===== src/rtl/pattern_sched_pkg.sv =====
// Shared types and width helpers for the scheduled serial pattern matcher.
// Both the scheduler and its matcher slice import this package.
package pattern_sched_pkg;

  localparam int PAT_LEN = 4;

  typedef enum logic [2:0] {
    IDLE   = 3'd0,
    SELECT = 3'd1,
    SAMPLE = 3'd2,
    REPORT = 3'd3,
    DONE   = 3'd4
  } state_t;

  // Hit map holds one bit per sample of the longest window.
  function automatic int map_w(input int win_w);
    return 1 << win_w;
  endfunction

  // One extra bit so the largest possible hit count never wraps.
  function automatic int cnt_w(input int win_w);
    return win_w + 1;
  endfunction

  function automatic int lane_w(input int lanes);
    return (lanes > 1) ? $clog2(lanes) : 1;
  endfunction

endpackage


===== src/rtl/pattern_matcher.sv =====
// Four-sample serial matcher: shift register, saturating fill counter and
// comparator. hit reflects the sample being shifted in this cycle.
module pattern_matcher
  import pattern_sched_pkg::*;
(
  input  logic               clk,
  input  logic               rst,
  input  logic               clear,
  input  logic               en,
  input  logic               sample,
  input  logic [PAT_LEN-1:0] pattern,
  output logic               hit
);

  logic [PAT_LEN-1:0] shreg;
  logic [PAT_LEN-1:0] shreg_nxt;
  logic [2:0]         fill;

  assign shreg_nxt = {shreg[PAT_LEN-2:0], sample};

  // fill counts samples already taken, so fill >= 3 means this is the 4th or later.
  assign hit = en && (fill >= 3'(PAT_LEN - 1)) && (shreg_nxt == pattern);

  always_ff @(posedge clk) begin
    if (rst || clear) begin
      shreg <= '0;
      fill  <= '0;
    end else if (en) begin
      shreg <= shreg_nxt;
      if (fill != 3'(PAT_LEN)) begin
        fill <= fill + 3'd1;
      end
    end
  end

endmodule


===== src/rtl/pattern_window_scheduler.sv =====
// Scans each enabled serial lane in turn through one shared pattern matcher
// and reports a per-lane hit map and count, then pulses done.
module pattern_window_scheduler
  import pattern_sched_pkg::*;
#(
  parameter int LANES = 4,
  parameter int WIN_W = 4
)
(
  input  logic                       clk,
  input  logic                       rst,
  input  logic [LANES-1:0]           in,
  input  logic                       start,
  input  logic [PAT_LEN-1:0]         pattern,
  input  logic [WIN_W-1:0]           win_len,
  input  logic [LANES-1:0]           lane_mask,
  output logic                       busy,
  output logic                       done,
  output logic                       res_valid,
  output logic [lane_w(LANES)-1:0]   res_lane,
  output logic [map_w(WIN_W)-1:0]    res_map,
  output logic [cnt_w(WIN_W)-1:0]    res_count,
  output state_t                     fsm_state
);

  localparam int LW = lane_w(LANES);
  localparam int MW = map_w(WIN_W);
  localparam int CW = cnt_w(WIN_W);

  typedef logic [LW-1:0] lane_t;

  // Handshake: start is taken only while busy is low (IDLE); there is no
  // backpressure, res_valid and done are single-cycle strobes the consumer
  // must catch, and res_* stay stable until the next res_valid.

  state_t             state;
  state_t             state_nxt;

  logic [PAT_LEN-1:0] cfg_pattern;
  logic [WIN_W-1:0]   cfg_win;
  logic [LANES-1:0]   cfg_mask;

  logic               first_sel;
  lane_t              cur_lane;
  logic [WIN_W-1:0]   win_cnt;
  logic [MW-1:0]      map;
  logic [CW-1:0]      count;
  logic [MW-1:0]      map_nxt;
  logic [CW-1:0]      count_nxt;

  logic               sel_found;
  lane_t              sel_lane;
  logic               m_clear;
  logic               m_en;
  logic               hit;

  pattern_matcher u_matcher (
    .clk     (clk),
    .rst     (rst),
    .clear   (m_clear),
    .en      (m_en),
    .sample  (in[cur_lane]),
    .pattern (cfg_pattern),
    .hit     (hit)
  );

  // Next enabled lane strictly above the last scanned one (any lane on the first pick).
  always_comb begin
    sel_found = 1'b0;
    sel_lane  = '0;
    for (int i = 0; i < LANES; i++) begin
      if (!sel_found && cfg_mask[i] && (first_sel || (lane_t'(i) > cur_lane))) begin
        sel_found = 1'b1;
        sel_lane  = lane_t'(i);
      end
    end
  end

  always_comb begin
    map_nxt   = map;
    count_nxt = count;
    if (hit) begin
      map_nxt[win_cnt] = 1'b1;
      count_nxt        = count + CW'(1);
    end
  end

  always_ff @(posedge clk) begin
    if (rst) begin
      state <= IDLE;
    end else begin
      state <= state_nxt;
    end
  end

  always_comb begin
    state_nxt = state;
    m_clear   = 1'b0;
    m_en      = 1'b0;
    busy      = (state != IDLE);
    done      = (state == DONE);
    res_valid = (state == REPORT);
    case (state)
      IDLE: begin
        if (start) begin
          state_nxt = SELECT;
        end
      end
      SELECT: begin
        if (sel_found) begin
          m_clear   = 1'b1;
          state_nxt = SAMPLE;
        end else begin
          state_nxt = DONE;
        end
      end
      SAMPLE: begin
        m_en = 1'b1;
        if (win_cnt == cfg_win) begin
          state_nxt = REPORT;
        end
      end
      REPORT:  state_nxt = SELECT;
      DONE:    state_nxt = IDLE;
      default: state_nxt = IDLE;
    endcase
  end

  always_ff @(posedge clk) begin
    if (rst) begin
      cfg_pattern <= '0;
      cfg_win     <= '0;
      cfg_mask    <= '0;
      first_sel   <= 1'b0;
      cur_lane    <= '0;
      win_cnt     <= '0;
      map         <= '0;
      count       <= '0;
      res_lane    <= '0;
      res_map     <= '0;
      res_count   <= '0;
    end else begin
      case (state)
        IDLE: begin
          if (start) begin
            cfg_pattern <= pattern;
            cfg_win     <= win_len;
            cfg_mask    <= lane_mask;
            first_sel   <= 1'b1;
          end
        end
        SELECT: begin
          if (sel_found) begin
            cur_lane  <= sel_lane;
            first_sel <= 1'b0;
            win_cnt   <= '0;
            map       <= '0;
            count     <= '0;
          end
        end
        SAMPLE: begin
          win_cnt <= win_cnt + WIN_W'(1);
          map     <= map_nxt;
          count   <= count_nxt;
          // Results land on the last sample so they are visible throughout REPORT.
          if (win_cnt == cfg_win) begin
            res_lane  <= cur_lane;
            res_map   <= map_nxt;
            res_count <= count_nxt;
          end
        end
        default: begin
        end
      endcase
    end
  end

  assign fsm_state = state;

endmodule


===== config.mk =====
export PLATFORM = sky130hd
export DESIGN_NAME = pattern_window_scheduler
export DESIGN_NICKNAME = d
export VERILOG_FILES = /design/src/rtl/pattern_sched_pkg.sv /design/src/rtl/pattern_matcher.sv /design/src/rtl/pattern_window_scheduler.sv
export SDC_FILE = /design/constraint.sdc
export NUM_CORES = 1
export LEC_CHECK = 0
export ABC_AREA = 1
export ABC_CLOCK_PERIOD_IN_PS = 1700
export BUFFER_PORTS_ARGS = -buffer_cell sky130_fd_sc_hd__buf_2
export CAP_MARGIN = 0
export CORE_MARGIN = 3
export CORE_UTILIZATION = 42
export CTS_BUF_LIST = sky130_fd_sc_hd__clkbuf_8 sky130_fd_sc_hd__clkbuf_16
export DETAILED_ROUTE_END_ITERATION = 10
export HOLD_SLACK_MARGIN = 0.05
export PLACE_DENSITY = 0.71
export SETUP_SLACK_MARGIN = 0.15
export SYNTH_ARGS = -nofsm -noshare
export SYNTH_HDL_FRONTEND = slang
export SYNTH_SLANG_ARGS = --single-unit

===== constraint.sdc =====
create_clock -name clk -period 1.7 [get_ports clk]
set_clock_uncertainty 0.1 [all_clocks]
set_input_delay 0.17 -clock clk [delete_from_list [all_inputs] [get_ports clk]]
set_output_delay 0.17 -clock clk [all_outputs]
set_load 0.01 [all_outputs]

== Word-level counts from Yosys, hierarchy flattened ==
Index checks and enable logic that the tools add are counted.

* Add/sub/neg operators: 3
* Order comparisons: 8
* Eq/ne operators: 10
* Muxes and demuxes: 29
* Bitwise logic cells: 1
* Reduce and logical (&&, ||, !) cells: 29

{| class="wikitable"
|+ Operator list
! operator !! count
|-
| 2-to-1 mux 16 bit || 2
|-
| one-hot mux 16 bit (2 select lines) || 1
|-
| bitwise OR 16 bit || 1
|-
| 2-to-1 mux 1 bit || 12
|-
| one-hot mux 3 bit (4 select lines) || 1
|-
| AND reduction 2 bit || 6
|-
| logical AND 1 bit || 10
|-
| 2-to-1 mux 5 bit || 2
|-
| one-hot mux 5 bit (2 select lines) || 1
|-
| 2-to-1 mux 3 bit || 3
|-
| == test 4 bit || 2
|-
| one-hot mux 4 bit (2 select lines) || 1
|-
| == test 3 x 2 -> 1 bit, second input constant || 2
|-
| inequality test 2 bit, second input constant || 3
|-
| adder 5 x 1 -> 5 bit, second input constant || 1
|-
| logical OR 1 bit || 5
|-
| < comparator 4 x 5 -> 1 bit, second input constant || 1
|-
| adder 4 x 1 -> 4 bit, second input constant || 1
|-
| demux 1 bit (select 4 bit) || 1
|-
| >= comparator 4 x 1 -> 1 bit, second input constant || 1
|-
| greater-than comparator 1 x 2 -> 1 bit, first input constant || 2
|-
| greater-than comparator 2 bit, first input constant || 2
|-
| 2-to-1 mux 2 bit || 2
|-
| 2-to-1 mux 4 bit || 1
|-
| 13 further kinds || 16
|}

* Register bits: 72
* Output and inout port bits: 29

== Depth between registers and ports, before layout ==
* Depth after elaboration: 19
* Gate-level depth with buffers: 12

== Modules after synthesis ==
From an unflattened synthesis, not the netlist that was laid out.

* Cell total of the unflattened synthesis: 434
* Area, all modules: 3278.1 um^2

{| class="wikitable"
|+ By module, submodules not included
! module !! instances !! cells each !! area an instance (um^2)
|-
| pattern_window_scheduler || 1 || 379 || 2922.8
|-
| pattern_matcher || 1 || 55 || 355.3
|}

== Least setup slack after synthesis ==
OpenSTA, ideal clock, no wires.

* Path kind: register -> register
* From: reg u_matcher.fill[0]
* To: reg res_map[13]
* Setup time: 113 ps
* Arrival time: 1438 ps
* Slack: 49 ps
* Cell stages (with the launch flop): 13
* Period minus slack after synthesis: 1651 ps
* Cell sequence: dfxtp_1 ha_1 ha_1 nor2_1 nand2_1 nand3_2 nor2_4 buf_6 buf_12 nand4_2 nand2_1 o21ai_1 inv_1

* Word-level cells in the longest chain between the ends: 4

{| class="wikitable"
|+ RTL lines
! item !! RTL line !! source
|-
| from (decl) || pattern_matcher.sv:17 || <nowiki>logic [2:0] fill;</nowiki>
|-
| from (signal assigned) || pattern_matcher.sv:31 || <nowiki>fill <= fill + 3'd1;</nowiki>
|-
| >= comparator 3 x 2 -> 1 bit || pattern_matcher.sv:22 || <nowiki>assign hit = en && (fill >= 3'(PAT_LEN - 1)) && (shreg_nxt == pattern);</nowiki>
|-
| logical AND 1 bit (2 in series) || pattern_matcher.sv:22 ||
|-
| 2-to-1 mux 16 bit || pattern_window_scheduler.sv:82 || <nowiki>if (hit) begin</nowiki>
|-
| to (signal assigned) || pattern_window_scheduler.sv:168 || <nowiki>res_map <= map_nxt;</nowiki>
|-
| to (decl) || pattern_window_scheduler.sv:21 || <nowiki>output logic [map_w(WIN_W)-1:0] res_map,</nowiki>
|}

No other way between the ends.
A chain may end at the register's enable or synchronous reset.

== Final worst setup path ==
* From: reg u_matcher.fill[0]
* To: reg res_map[15]

Same word-level chain as after synthesis.

==> results.toml <==
[floorplan]
die_x_um = 97.89
start_util_pct = 44.50
num_io_pins = 48
core_sq_um = 7968
die_h_um = 97.89
num_rows = 32
die-area_sq_um = 9581

[routing]
wl_um = 9223
drt_pass1_iterations = 4
via_per_inst = 5.185
vias = 3484
routedWlPerCell_um = 13.72
drt-initial-drc-count = 162
detail-route-antenna-nets = 0
drc = 0

[synth]
syn_inst = 479
ys_warn_count = 0
synth_ff_type = "dfxtp_1"
postSynthAreaPerCell_sq_um = 7.403
yosys.area.top_type = "dfxtp_1"
syn_area_sq_um = 3546
yosysSeqAreaShare_pct = 40.65
synth_edf_count = 0
syn_nets = 506
ys_types = 30
synth_top_cell_area_share_pct = 40.65
ys_ff_latch = 72
synth.area.top_cells = "dfxtp_1 (41%), nand2_1 (10%), inv_1 (6.5%)"
async_flop_share_pct = 0

[cells_and_area]
mostFrequentLayoutCells = "nand2_1 (75), dfxtp_1 (61), inv_1 (59)"
area_growth_pct = 35.07
instances_no_fill = 672
final_util_pct = 60.11
num_antenna_cells = 0
design_area_sq_um = 4790
final_common_cell = "nand2_1"
fill_cells = 693
fin_nets = 592
drive_above_1_share_pct = 33.33

[sta]
rsz0062_at_grt = "true"
finalWorstSetupSlack_ns = -0.0001690
max_freq_ghz = 0.5882
setup_violations = 1
slew_headroom_pct = 72.89
hold_viol_final = 0
tightest_slew_ns = 0.4024
whs_ns = 0.06922
fin_crit_ns = 1.700
drv_slew = 0
min_period_over_period_pct = 100.0

[global_routing]
antenna_found_initial = 0
grt_pass1_vias = 3219
grt_usage_pct = 18.00
gr-total-overflow = 0
grt_max_degree = 30
grt_pass1_wl_um = 14500

[place]
place_hpwl_um = 5828
dp_cells = 628
placed_area_sq_um = 3996
place_ws_ns = -0.03061
io_buffers = 47
gp_congestion = 0.8163

[power_and_ir_drop]
seqPwrFrac_pct = 44.1
p_sw_w = 0.001293
swShare_pct = 30.55
p_clk_share_pct = 33.0
leakage_nw = 2.173
powerDensity_nw_per_um2 = 883.4
vdd_ir_drop_max_mv = 0.5713
internal_power_w = 0.002938
combPwrFrac_pct = 22.9

[clocking]
cts_made_buffers = 9
clk_pin_slew_ns = 0.08
clk_path_buf_depth = 2
clockRootBuffer = "clkbuf_8"
cts_max_level = 3
insertion_delay_ns = 0.35
clock-sinks = 72
cts_tree = "done"

[worst_setup_path]
critPathMaxFanout = 6
crit_path_end_kind = "flop"
worstPathArrival_ns = 1.89
worstSetupStartpointType = "flop"
worstPathRequired_ns = 1.89
crit_type = "reg2reg"

[run_status]
status = "finished with violations"
violations = "negative setup slack"

[flow_run]
drv_cap = 0

[worst_hold_path]
hp-class = "in2reg"
## registers in the layout, summed over array words and instances (netlist names)
register,count
map,16
cfg_mask,4
res_map,16
cur_lane,2
res_lane,2
u_matcher.shreg,3
count,5
win_cnt,4
u_matcher.fill,3
res_count,5
cfg_win,4
fsm_state,3
first_sel,1
cfg_pattern,4
## worst max-delay path, cell delays in order, from the launching register on
cell	delay [ns]
dfxtp_2	0.36
ha_4	0.14
ha_4	0.12
nor2_2	0.03
nand2_1	0.06
nand3_2	0.09
nor2_4	0.18
nand3_4	0.12
buf_8	0.17
nand2_4	0.07
o21ai_4	0.06
a21oi_2	0.14
## through the flow
step	power (W)	setup TNS, ns
2_1_floorplan	0.002385	0
3_3_place_gp	0.002632	0
3_5_place_dp	0.002649	-0.1619
4_1_cts	0.004093	-0.07786
5_1_grt	0.004434	-1.352
6_report	0.004231	-0.0001690
## worst paths after layout
check / slack [ns] / end / from / cells past startpoint
setup / recovery: -0.0002 / res_map[15]$_SDFFE_PP0P_ / u_matcher.fill[0]$_SDFFE_PP0P_ / 11
hold / removal: 0.07 / first_sel$_SDFFE_PP0P_ / rst / 2
hold reg to reg: 0.37 / cfg_mask[0]$_SDFFE_PP0P_ / cfg_mask[0]$_SDFFE_PP0P_ / 2
setup reg to reg: -0.0002 / res_map[15]$_SDFFE_PP0P_ / u_matcher.fill[0]$_SDFFE_PP0P_ / 11
## Yosys cell counts, types with 4 or more instances
| cell type | n |
|---|---|
| nand2_2 | 4 |
| o21a_1 | 13 |
| o21ai_0 | 26 |
| o21ai_1 | 21 |
| nand2_1 | 97 |
| inv_2 | 4 |
| nor2_1 | 24 |
| nand4_1 | 15 |
| ha_1 | 8 |
| inv_1 | 61 |
| nand3_1 | 40 |
| clkbuf_1 | 6 |
| buf_4 | 5 |
| buf_2 | 8 |
| dfxtp_1 | 72 |
| nand4_2 | 8 |
| a21oi_1 | 41 |
| xor2_1 | 6 |
## timing repair
| item | 4_1_cts | 5_1_grt |
|---|---|---|
| cloned | 0 | 2 |
| endpoints found under the hold margin | 12 | 0 |
| hold buffers | 12 | 0 |
| resized for setup | 33 | 62 |
| endpoints found under the setup margin | 60 | 53 |
| pin swaps | 8 | 32 |
| setup buffers | 1 | 13 |
## logic make-up after synthesis
kind of cell    count (synthesis)  synth area share (%)
flops                          72                 40.65
buf+inv                        91                 11.64
xor+xnor                        9                 2.223
fa+ha+maj                       8                 2.823
compound gates                103                 15.70
simple gates                  196                 26.96
## power groups by stage
stage	registers (W)	clock network [W]	logic (W)
global placement	0.00189	0	0.000741
finish	0.00187	0.00139	0.000970
CTS	0.00186	0.00141	0.000823
detailed placement	0.00189	0	0.000754
floorplan	0.00191	0	0.000474
global route	0.00188	0.00150	0.00106
## metal layers
metal,part of all wire [%],up-vias,track usage (%)
li1,-,1735,-
met1,43,1658,21.62
met2,51,78,32.41
met3,4.4,13,4.071
met4,1.3,0,4.473
met5,0,-,0
## cell type report
class                      instances  area, sq um  share of cell area, %
inverter                          66        247.7                  5.172
clock inverter                     6        67.56                  1.411
timing repair buffer             100        800.8                  16.72
tap                              102        127.6                  2.665
clock buffer                      10        137.6                  2.874
multi-input combinational        316         1951                  40.73
sequential                        72         1458                  30.43
Power figures use the tool's default switching activity.
